===== config.mk =====
export PLATFORM = sky130hd
export DESIGN_NAME = reset_sequencer
export DESIGN_NICKNAME = d
export VERILOG_FILES = /design/src/rtl/reset_sequencer.sv
export SDC_FILE = /design/constraint.sdc
export NUM_CORES = 1
export LEC_CHECK = 0
export BUFFER_PORTS_ARGS = -buffer_cell sky130_fd_sc_hd__buf_4
export CAP_MARGIN = 20
export CORE_AREA = 2 2 47 49
export DETAILED_ROUTE_END_ITERATION = 10
export DIE_AREA = 0 0 49 51
export PLACE_DENSITY = 0.74
export SYNTH_ARGS = -nofsm -noshare
export SYNTH_HDL_FRONTEND = slang
export SYNTH_SLANG_ARGS = --single-unit

===== constraint.sdc =====
create_clock -name CLOCK -period 2.2 [get_ports CLOCK]
set_input_delay 0.11 -clock CLOCK [delete_from_list [all_inputs] [get_ports CLOCK]]
set_output_delay 0.11 -clock CLOCK [all_outputs]
set_load 0.01 [all_outputs]

===== src/rtl/reset_sequencer.sv =====
// reset_sequencer
//   Staged reset controller. A 2-flop async-assert / sync-deassert front end
//   conditions the board reset. A single FSM then releases the per-domain
//   active-low resets one at a time, in bit order, with a programmable gap
//   between releases. A software request in DONE re-runs the whole
//   assert/release sequence without touching RESET.
//
//   Optional feature, selected by the macro RSTSEQ_ACK_EN:
//     After each release except the last, the FSM waits for that domain's
//     acknowledge before it counts the gap to the next release. If no
//     acknowledge arrives within TIMEOUT_CYCLES, the sticky ERR flag is set
//     and the sequence continues. Without the macro the STAGE_ACK port is
//     absent and ERR is tied low.
//
// Parameters
//   NUM_STAGES     : number of reset domains (1..8)
//   GAP_CYCLES     : clock cycles between successive releases (>= 1)
//   TIMEOUT_CYCLES : acknowledge timeout (used only with RSTSEQ_ACK_EN)
//
// Ports
//   CLOCK       : single clock; all state changes on its rising edge
//   RESET       : asynchronous active-low reset
//   SW_RST_REQ  : synchronous software reset request; honoured only in DONE
//   STAGE_ACK   : per-domain "out of reset" acknowledge (RSTSEQ_ACK_EN only)
//   STAGE_RST_N : active-low domain resets; bit 0 is released first
//   SEQ_DONE    : all domains released
//   BUSY        : a sequence is in progress, or reset is held
//   ERR         : sticky acknowledge-timeout flag
module reset_sequencer #(
  parameter int NUM_STAGES     = 4,
  parameter int GAP_CYCLES     = 16,
  parameter int TIMEOUT_CYCLES = 64
) (
  input  logic                  CLOCK,
  input  logic                  RESET,
  input  logic                  SW_RST_REQ,
`ifdef RSTSEQ_ACK_EN
  input  logic [NUM_STAGES-1:0] STAGE_ACK,
`endif
  output logic [NUM_STAGES-1:0] STAGE_RST_N,
  output logic                  SEQ_DONE,
  output logic                  BUSY,
  output logic                  ERR
);

  localparam int CNT_MAX = (GAP_CYCLES > TIMEOUT_CYCLES) ? GAP_CYCLES : TIMEOUT_CYCLES;
  localparam int CW      = $clog2(CNT_MAX + 1);
  localparam int KW      = $clog2(NUM_STAGES + 1);

  localparam logic [CW-1:0] GAP_LAST = CW'(GAP_CYCLES - 1);
  localparam logic [KW-1:0] K_END    = KW'(NUM_STAGES);
`ifdef RSTSEQ_ACK_EN
  localparam logic [CW-1:0] TMO_LAST = CW'(TIMEOUT_CYCLES - 1);
  localparam logic [KW-1:0] K_LAST   = KW'(NUM_STAGES - 1);
`endif

  typedef enum logic [1:0] {
    ST_HOLD    = 2'd0,
    ST_RELEASE = 2'd1,
    ST_DONE    = 2'd2,
    ST_ASSERT  = 2'd3
  } state_t;

  // Front end: reset synchronizer, D tied high
  logic sync_q1;
  logic rst_sync;

  always_ff @(posedge CLOCK or negedge RESET) begin
    if (!RESET) begin
      sync_q1  <= 1'b0;
      rst_sync <= 1'b0;
    end else begin
      sync_q1  <= 1'b1;
      rst_sync <= sync_q1;
    end
  end

  state_t        state;
  logic [CW-1:0] cnt;
  logic [KW-1:0] k;      // index of the next stage to release

`ifdef RSTSEQ_ACK_EN
  logic wait_ack;
  logic err_q;
  logic ack_cur;

  // Acknowledge of the most recently released stage (k-1)
  always_comb begin
    ack_cur = 1'b0;
    for (int i = 0; i < NUM_STAGES; i++) begin
      if (k == KW'(i + 1)) ack_cur = STAGE_ACK[i];
    end
  end

  assign ERR = err_q;
`else
  assign ERR = 1'b0;
`endif

  // Sequencer FSM with registered outputs
  always_ff @(posedge CLOCK or negedge RESET) begin
    if (!RESET) begin
      state       <= ST_HOLD;
      cnt         <= '0;
      k           <= '0;
      STAGE_RST_N <= '0;
      SEQ_DONE    <= 1'b0;
      BUSY        <= 1'b1;
`ifdef RSTSEQ_ACK_EN
      wait_ack    <= 1'b0;
      err_q       <= 1'b0;
`endif
    end else begin
      case (state)
        // The HOLD exit edge already counts as the first gap cycle
        // (counter value 0), so HOLD and RELEASE share the release step.
        // The FSM can only sit outside HOLD while rst_sync is high.
        ST_HOLD, ST_RELEASE: begin
          if (rst_sync) begin
            state <= ST_RELEASE;
            if (k == K_END) begin
              state    <= ST_DONE;
              SEQ_DONE <= 1'b1;
              BUSY     <= 1'b0;
            end
`ifdef RSTSEQ_ACK_EN
            else if (wait_ack) begin
              // The gap count restarts on the edge that sees the ack,
              // or on the timeout edge, which otherwise behaves alike.
              if (ack_cur) begin
                wait_ack <= 1'b0;
                cnt      <= '0;
              end else if (cnt == TMO_LAST) begin
                wait_ack <= 1'b0;
                cnt      <= '0;
                err_q    <= 1'b1;
              end else begin
                cnt <= cnt + 1'b1;
              end
            end
`endif
            else if (cnt == GAP_LAST) begin
              for (int i = 0; i < NUM_STAGES; i++) begin
                if (k == KW'(i)) STAGE_RST_N[i] <= 1'b1;
              end
              cnt <= '0;
              k   <= k + 1'b1;
`ifdef RSTSEQ_ACK_EN
              // The last stage does not gate anything, so no wait after it
              wait_ack <= (k != K_LAST);
`endif
            end else begin
              cnt <= cnt + 1'b1;
            end
          end
        end

        ST_DONE: begin
          if (SW_RST_REQ) begin
            STAGE_RST_N <= '0;
            SEQ_DONE    <= 1'b0;
            BUSY        <= 1'b1;
            cnt         <= '0;
            state       <= ST_ASSERT;
          end
        end

        ST_ASSERT: begin
          if (cnt == GAP_LAST) begin
            state <= ST_RELEASE;
            cnt   <= '0;
            k     <= '0;
          end else begin
            cnt <= cnt + 1'b1;
          end
        end

        default: state <= ST_HOLD;
      endcase
    end
  end

endmodule


# Word level (Yosys, flattened, before mapping)
# Cells that the tools add are included.
[totals]
latchBits = 0
ram_bits = 0
register_bits = 20
n_memories = 0
romBits = 0
wordCells = 76
in_bits = 3
output_inout_bits = 7
[classes]
n_mux = 32
shift = 0
div = 0
order_cmp = 0
n_eq_ne = 18
bitwise = 0
n_mul = 0
n_reduce_logical = 13
n_addsub = 2
[op_table]
columns = ["cell", "count"]
rows = [
  ["$mux W7", 4],
  ["$reduce_and A6 Y1", 4],
  ["$pmux W7 S3", 1],
  ["$ne A2 B2 Y1 const B", 10],
  ["$mux W4", 4],
  ["$mux W3", 4],
  ["$mux W1", 10],
  ["$mux W2", 4],
  ["$pmux W4 S2", 1],
  ["$add A7 B1 Y7 const B", 1],
  ["$eq A7 B4 Y1 const B", 1],
  ["$eq A3 B2 Y1 const B", 2],
  ["$pmux W2 S3", 1],
  ["$pmux W3 S2", 1],
  ["$reduce_and A3 Y1", 2],
  ["$reduce_and A5 Y1", 1],
  ["$eq A2 B2 Y1 const B", 2],
  ["$pmux W1 S2", 2],
  ["$reduce_and A4 Y1", 1],
  ["$reduce_bool A2 Y1", 2],
  ["$add A3 B1 Y3 const B", 1],
  ["$eq A3 B1 Y1 const B", 1],
  ["$eq A3 B3 Y1 const B", 1],
  ["$logic_not A3 Y1", 1],
  ["3 further kinds", 3],
]

# Longest topological paths before layout
# Gate-level depths: netlist of the first run.
[logic_depth]
ltp_word = 6
ltp_mapped = 7
depth_no_buf = 6

# Worst setup path after synthesis of the first run
# OpenSTA, ideal clock, no wires.
[synth_path]
path_type = "reg-to-reg"
startpoint = "register k[0]"
endpoint = "register cnt[3]"
setup_slack_ns = 0.394
n_path_buf = 0
synth_period_minus_slack_ns = 1.806
t_required_ns = 2.131
t_arrival_ns = 1.737
stages_incl_launch_ff = 7
setup_ns = 0.069
path_cell_list = "dfrtp_1 inv_1 ha_1 a21boi_2 o22ai_1 or4_2 nand3_1"
[synth_between]
elab_chain_cells = 3
[synth_rtl]
columns = ["item", "line", "source"]
rows = [
  ["from (decl)", "80", "logic [KW-1:0] k;"],
  ["from (signal assigned)", "147", "k <= k + 1'b1;"],
  ["$eq A3 B3 Y1", "121", "if (k == K_END) begin"],
  ["$ne A2 B2 Y1 (no line)", "-", ""],
  ["$reduce_and A3 Y1 (no line)", "-", ""],
  ["to (signal assigned)", "153", "cnt <= cnt + 1'b1;"],
  ["to (signal assigned)", "174", "cnt <= cnt + 1'b1;"],
  ["to (decl)", "79", "logic [CW-1:0] cnt;"],
]
# No other way between the ends.
# A chain may end at the register's enable or synchronous reset.

# Worst setup path in the final report of the first run
[layout_path]
startpoint = "register cnt[0]"
endpoint = "register STAGE_RST_N[0]"
[layout_between]
elab_chain_cells = 3
[layout_rtl]
columns = ["item", "line", "source"]
rows = [
  ["$eq A7 B4 Y1", "142", "else if (cnt == GAP_LAST) begin"],
  ["$ne A2 B2 Y1 (no line)", "-", ""],
  ["$reduce_and A6 Y1 (no line)", "-", ""],
  ["to (signal assigned)", "106", "STAGE_RST_N <= '0;"],
  ["to (signal, indexed assignment)", "144", "if (k == KW'(i)) STAGE_RST_N[i] <= 1'b1;"],
  ["to (signal assigned)", "160", "STAGE_RST_N <= '0;"],
  ["to (decl)", "40", "output logic [NUM_STAGES-1:0] STAGE_RST_N,"],
]
# No other way between the ends.

==> flow_metrics.env, run 1 <==
export IMPL_fin_util_pct=59.6
export IMPL_cts_setup_buffers=0
export IMPL_grt_max_degree=21
export IMPL_drv_slew=0
export IMPL_synth_seq_cells=20
export IMPL_drt_iter0_markers=14
export IMPL_seq_area_frac_synth_pct=46.9
export IMPL_dr_pass1_iters=4
export IMPL_cts_root_buf="clkbuf_4"
export IMPL_antenna_cells=0
export IMPL_ioPinCount=10
export IMPL_synth_edf_count=0
export IMPL_crit_arrival_ns=2.22
export IMPL_worst_pin_slew_ns=0.582
export IMPL_synthFlopType="dfrtp_1"
export IMPL_initial_core_util_pct=51.8
export IMPL_tritoncts="done"
export IMPL_grt_setup_unrepaired="false"
export IMPL_path_class="reg -> reg"
export IMPL_ys_types=39
export IMPL_tns_ns=0
export IMPL_end_kind="flop"
export IMPL_slowest_delay_ns=0.58
export IMPL_critPathTopFamily="simple AND/OR/NAND/NOR gates"
export IMPL_num_nets_final=129
export IMPL_p_leak_uw=0.000565
export IMPL_synth_area_leaders="dfrtp_1, ha_1, o21ai_0"
export IMPL_maxSlewHeadroom_pct=61.2
export IMPL_grt_overflow=0
export IMPL_p_sw_share_pct=27.4
export IMPL_clkTransAtPathRegs_ns=0.12
export IMPL_post_synth_cell_area_avg_sq_um=9.91
export IMPL_min_from="SW_RST_REQ"
export IMPL_min_path_type="in -> reg"
export IMPL_clk_path_buf_depth=2
export IMPL_setup_viol=0
export IMPL_crit_path_start="cnt[0]"
export IMPL_vdd_drop_max_uv=573
export IMPL_postRouteAntennaNets=0
export IMPL_post_route_drc_count=0
export IMPL_slowest_stage="or4_1"
export IMPL_via_per_inst=5.74
export IMPL_die_w_um=49
export IMPL_synth_warning_count=0
export IMPL_dp_hpwl_um=1530
export IMPL_vias=844
export IMPL_drv_cap=0
export IMPL_start_kind="flop"
export IMPL_port_buffers=8
export IMPL_synth_top_cell_by_area="dfrtp_1"
export IMPL_status="finished clean"
export IMPL_ys_async_sr_fraction_pct=100
export IMPL_grt_pass1_wl_um=3700
export IMPL_power_uw=948
export IMPL_die_area_sq_um=2500
export IMPL_globalplace_congestion=0.836
export IMPL_critPathBufInv=0
export IMPL_routedWlPerCell_um=14.2
export IMPL_area_delta_synth_final_pct=14.9
export IMPL_synth_top_cell_area_share_pct=44.4
export IMPL_pwr_share_clk_pct=31.6
export IMPL_cts_sinks=20
export IMPL_htreeDepth=1
export IMPL_core_region_area_sq_um=2060
export IMPL_clk_latency_ns=0.30
export IMPL_finClkSkew_ns=0.00258
export IMPL_wl_um=2090
export IMPL_r2r_start="cnt[0]"
export IMPL_finalHoldViolations=0
export IMPL_r2r_setup_slack_ns=0.23
export IMPL_power_density_nw_per_um2=772
export IMPL_crit_chain="ha_1 > nand3_2 > or4_1 > nor4b_4 > a22o_2"
export IMPL_rows=17
export IMPL_netlist_instances=108
export IMPL_grt_pass1_vias=818
export IMPL_antenna_found_initial=0
export IMPL_track_usage_pct=19.3
export IMPL_final_period_utilization_pct=89.3
export IMPL_p_int_uw=688
export IMPL_p_sw_uw=260
export IMPL_required_ns=2.45
export IMPL_syn_area_sq_um=1070
export IMPL_max_freq_mhz=509
export IMPL_numCtsBuffers=3
export IMPL_critPathMaxFanout=7
export IMPL_p_comb_share_pct=18.1
export IMPL_p_seq_share_pct=50.3
export IMPL_syn_num_nets=117
export IMPL_die_h_um=51
export IMPL_post_route_min_period_ns=1.97
export IMPL_drive_gt1_share_pct=21.8
[worst register-to-register path: stages, from the launching register on]
cell and delay (ns):
dfrtp_1 0.42, ha_1 0.22, nand3_2 0.11, or4_1 0.58, nor4b_4 0.39, a22o_2 0.20
[power groups by stage]
stage	registers [uW]	clock network [uW]	logic (uW)
floorplan	469	0	133
global placement	481	0	164
detailed placement	484	0	171
CTS	477	310	173
global route	487	325	197
finish	477	300	171
[cell families (layout without fill, tap and decap cells)]
| family | Yosys count | after routing | synth area share (%) |
|---|---|---|---|
| compound gates | 33 | 33 | 20.9 |
| buf+inv | 12 | 23 | 4.80 |
| fa+ha+maj | 6 | 6 | 7.02 |
| xor+xnor | 1 | 1 | 0.819 |
| flops | 20 | 20 | 46.9 |
| other cells | 2 | 2 | 0.702 |
| simple gates | 34 | 34 | 18.8 |
[layout make-up]
cell class / count / area [sq um]
clock buffer: 3 / 22.5
clock inverter: 1 / 30.0
fill: 186 / 835
inverter: 6 / 22.5
multi-input combinational: 76 / 517
sequential: 20 / 502
tap: 28 / 35.0
timing repair buffer: 13 / 100
[cells in the mapped netlist (3+ instances only)]
cell type  number
o21ai_0         9
a22o_2          3
dfrtp_1        19
nand2_1         7
nand3_1         5
ha_1            6
clkbuf_1        3
inv_1           6
nor2_1          5
a21oi_1         6
a31oi_1         3
[cell usage in the layout, fill, tap and decap left out, drive strengths merged, types with 2 or more instances in the layout]
master   n
dfrtp   19
o21ai    9
o21a     2
conb     2
a31oi    3
and3     2
nor3     2
ha       6
nand3    6
buf     12
inv      6
a21oi    6
o221ai   2
or4      3
nor2b    2
nand2    7
nor4     2
a22o     4
clkbuf   3
nor2     5
[per-stage QoR]
step                      hold WS (ns)  instance area, sq um  worst slack (ns)  cells
after global placement         0.00164                  1170             0.279    142
after floorplan                 -0.186                  1070             0.394    108
after global routing            0.0410                  1230             0.101    147
after detailed placement       0.00133                  1170             0.262    142
after CTS                       0.0270                  1230             0.234    147
final                           0.0409                  1230             0.235    147
[registers in the layout (all words and copies together) (netlist names)]
signal,flops
BUSY,1
SEQ_DONE,1
STAGE_RST_N,4
cnt,7
k,3
rst_sync,1
state,2
sync_q1,1
[path summary, 6_finish.rpt]
kind                                  end  cells past startpoint
setup / recovery           STAGE_RST_N[0]                      5
hold / removal                     cnt[2]                      2
setup reg to reg           STAGE_RST_N[0]                      5
hold reg to reg                  rst_sync                      0
max in group asynchronous            BUSY                      2
min in group asynchronous  STAGE_RST_N[1]                      2
[routing by layer]
metal  vias up  wire, um  global-route usage (%)
met2        26       961                    29.9
met1       399       996                    26.8
met5         -         0                       0
met4         0        23                    8.10
li1        415         -                       -
met3         4       106                    3.51
[repair_timing]
action,4_1_cts,5_1_grt
setup endpoints to repair,0,0
resized for setup,0,0
hold buffers,1,0
hold endpoints to repair,20,0
(Power assumes the default switching activity.)
==> run 2, diff against run 1 <==
BUFFER_PORTS_ARGS = not set   (was -buffer_cell sky130_fd_sc_hd__buf_4)
CORE_AREA = 2 2 46 48   (was 2 2 47 49)
DIE_AREA = 0 0 48 50   (was 0 0 49 51)
DONT_BUFFER_PORTS = 1   (was not set)
PLACE_DENSITY = 0.72   (was 0.74)
==> flow_metrics.env, run 2 (same netlist as run 1, synthesis figures left out) <==
export IMPL_end_kind="flop"
export IMPL_status="finished clean"
export IMPL_reg_top3="cnt (7), STAGE_RST_N (4), k (3)"
export IMPL_maxSlewHeadroom_pct=40.6
export IMPL_port_buffers=0
export IMPL_finalHoldViolations=0
export IMPL_cts_sinks=20
export IMPL_required_ns=2.46
export IMPL_post_place_ws_ns=0.267
export IMPL_drv_cap=0
export IMPL_die_area_sq_um=2400
export IMPL_rows=16
export IMPL_path_class="reg -> reg"
export IMPL_numCtsBuffers=3
export IMPL_cts_setup_buffers=0
export IMPL_clk_path_buf_depth=2
export IMPL_fin_util_pct=61.9
export IMPL_vias=824
export IMPL_cts_root_buf="clkbuf_4"
export IMPL_whs_ns=0.0918
export IMPL_core_region_area_sq_um=1900
export IMPL_crit_arrival_ns=2.23
export IMPL_postRouteAntennaNets=0
export IMPL_clk_latency_ns=0.31
export IMPL_initial_core_util_pct=56.3
export IMPL_tritoncts="done"
export IMPL_regMostFlops="cnt"
export IMPL_wl_um=2070
export IMPL_dr_pass1_iters=4
export IMPL_drive_gt1_share_pct=16.1
export IMPL_grt_pass1_vias=752
export IMPL_slowest_stage="or4_1"
export IMPL_grt_max_degree=21
export IMPL_fin_ws_ns=0.228
export IMPL_worst_pin_slew_ns=0.888
export IMPL_antenna_cells=0
export IMPL_post_route_min_period_ns=1.97
export IMPL_antenna_found_initial=0
export IMPL_setup_viol=0
export IMPL_critPathBufInv=0
export IMPL_die_h_um=50
export IMPL_final_common_cell="dfrtp_1"
export IMPL_post_route_drc_count=0
export IMPL_max_freq_mhz=507
export IMPL_p_leak_uw=0.000529
export IMPL_grt_pass1_wl_um=3400
export IMPL_crit_chain="ha_1 > nand3_2 > or4_1 > nor4b_4 > a22o_2"
export IMPL_drt_iter0_markers=17
export IMPL_largest_reg_flops=7
export IMPL_start_kind="flop"
export IMPL_clkTransAtPathRegs_ns=0.13
export IMPL_power_density_nw_per_um2=808
export IMPL_drv_slew=0
export IMPL_min_from="SW_RST_REQ"
export IMPL_area_delta_synth_final_pct=10.1
export IMPL_track_usage_pct=20.0
export IMPL_crit_path_start="cnt[0]"
export IMPL_grt_overflow=0
export IMPL_routedWlPerCell_um=14.9
export IMPL_final_period_utilization_pct=89.7
export IMPL_dp_hpwl_um=1500
export IMPL_tns_ns=0
export IMPL_globalplace_congestion=0.841
export IMPL_critPathTopFamily="simple AND/OR/NAND/NOR gates"
export IMPL_min_path_type="in -> reg"
export IMPL_finClkSkew_ns=0.00615
export IMPL_slowest_delay_ns=0.59
export IMPL_critPathMaxFanout=7
export IMPL_die_w_um=48
export IMPL_via_per_inst=5.93
export IMPL_vdd_drop_max_uv=462
export IMPL_fillers=162
export IMPL_num_nets_final=122
export IMPL_grt_setup_unrepaired="false"
export IMPL_htreeDepth=1
export IMPL_r2r_start="cnt[0]"
export IMPL_final_cell_mix="dfrtp_1, o21ai_0, nand2_1"
export IMPL_ioPinCount=10
==> run 2: what timing repair did <==
item / CTS / global route
hold endpoints to repair: 23 / 0
hold buffers: 2 / 0
gates resized for setup: 0 / 0
==> run 2: worst paths after layout <==
kind / endpoint / slack [ns] / cells after the start
worst min-delay path: cnt[6] / 0.09 / 2
max in group asynchronous: cnt[2] / 1.30 / 1
worst max register to register: STAGE_RST_N[2] / 0.23 / 5
worst max-delay path: STAGE_RST_N[2] / 0.23 / 5
worst min register to register: rst_sync / 0.36 / 0
min in group asynchronous: k[1] / 0.35 / 1
==> run 2: area by class of cell <==
class                   count  area (sq um)  share of cell area, %
multi-input cells          76           517                   43.9
flip-flops and latches     20           502                   42.6
repair buffers              6          50.0                   4.25
well taps                  27          33.8                   2.87
clock inverters             1          30.0                   2.55
clock buffers               3          22.5                   1.91
inverters                   6          22.5                   1.91
==> run 2: layer usage <==
metal	track usage, %	share of wire [%]	vias up
met5	0	0	-
met4	4.95	0.77	0
met3	4.76	5.0	2
met2	29.1	48	19
met1	29.4	46	402
li1	-	-	401
==> run 2: where the power goes <==
part	switching, uW	internal, uW
Clock	124	184
Combinational	80.9	84.9
Sequential	61.3	416
==> run 2: metrics by stage <==
step / std cells / power [uW] / cell area [sq um]
6_report: 139 / 951 / 1180
5_1_grt: 139 / 1000 / 1180
4_1_cts: 139 / 950 / 1180
3_5_place_dp: 133 / 639 / 1100
3_3_place_gp: 133 / 633 / 1100
2_1_floorplan: 108 / 603 / 1070
==> run 2: worst reg2reg max path: cells and delay by family (launching register included) <==
family	cells	cell delay [ns]
AOI/OAI and AO/OA	1	0.20
DFF	1	0.43
and+or+nand+nor	3	1.07
adders and majority gates	1	0.23
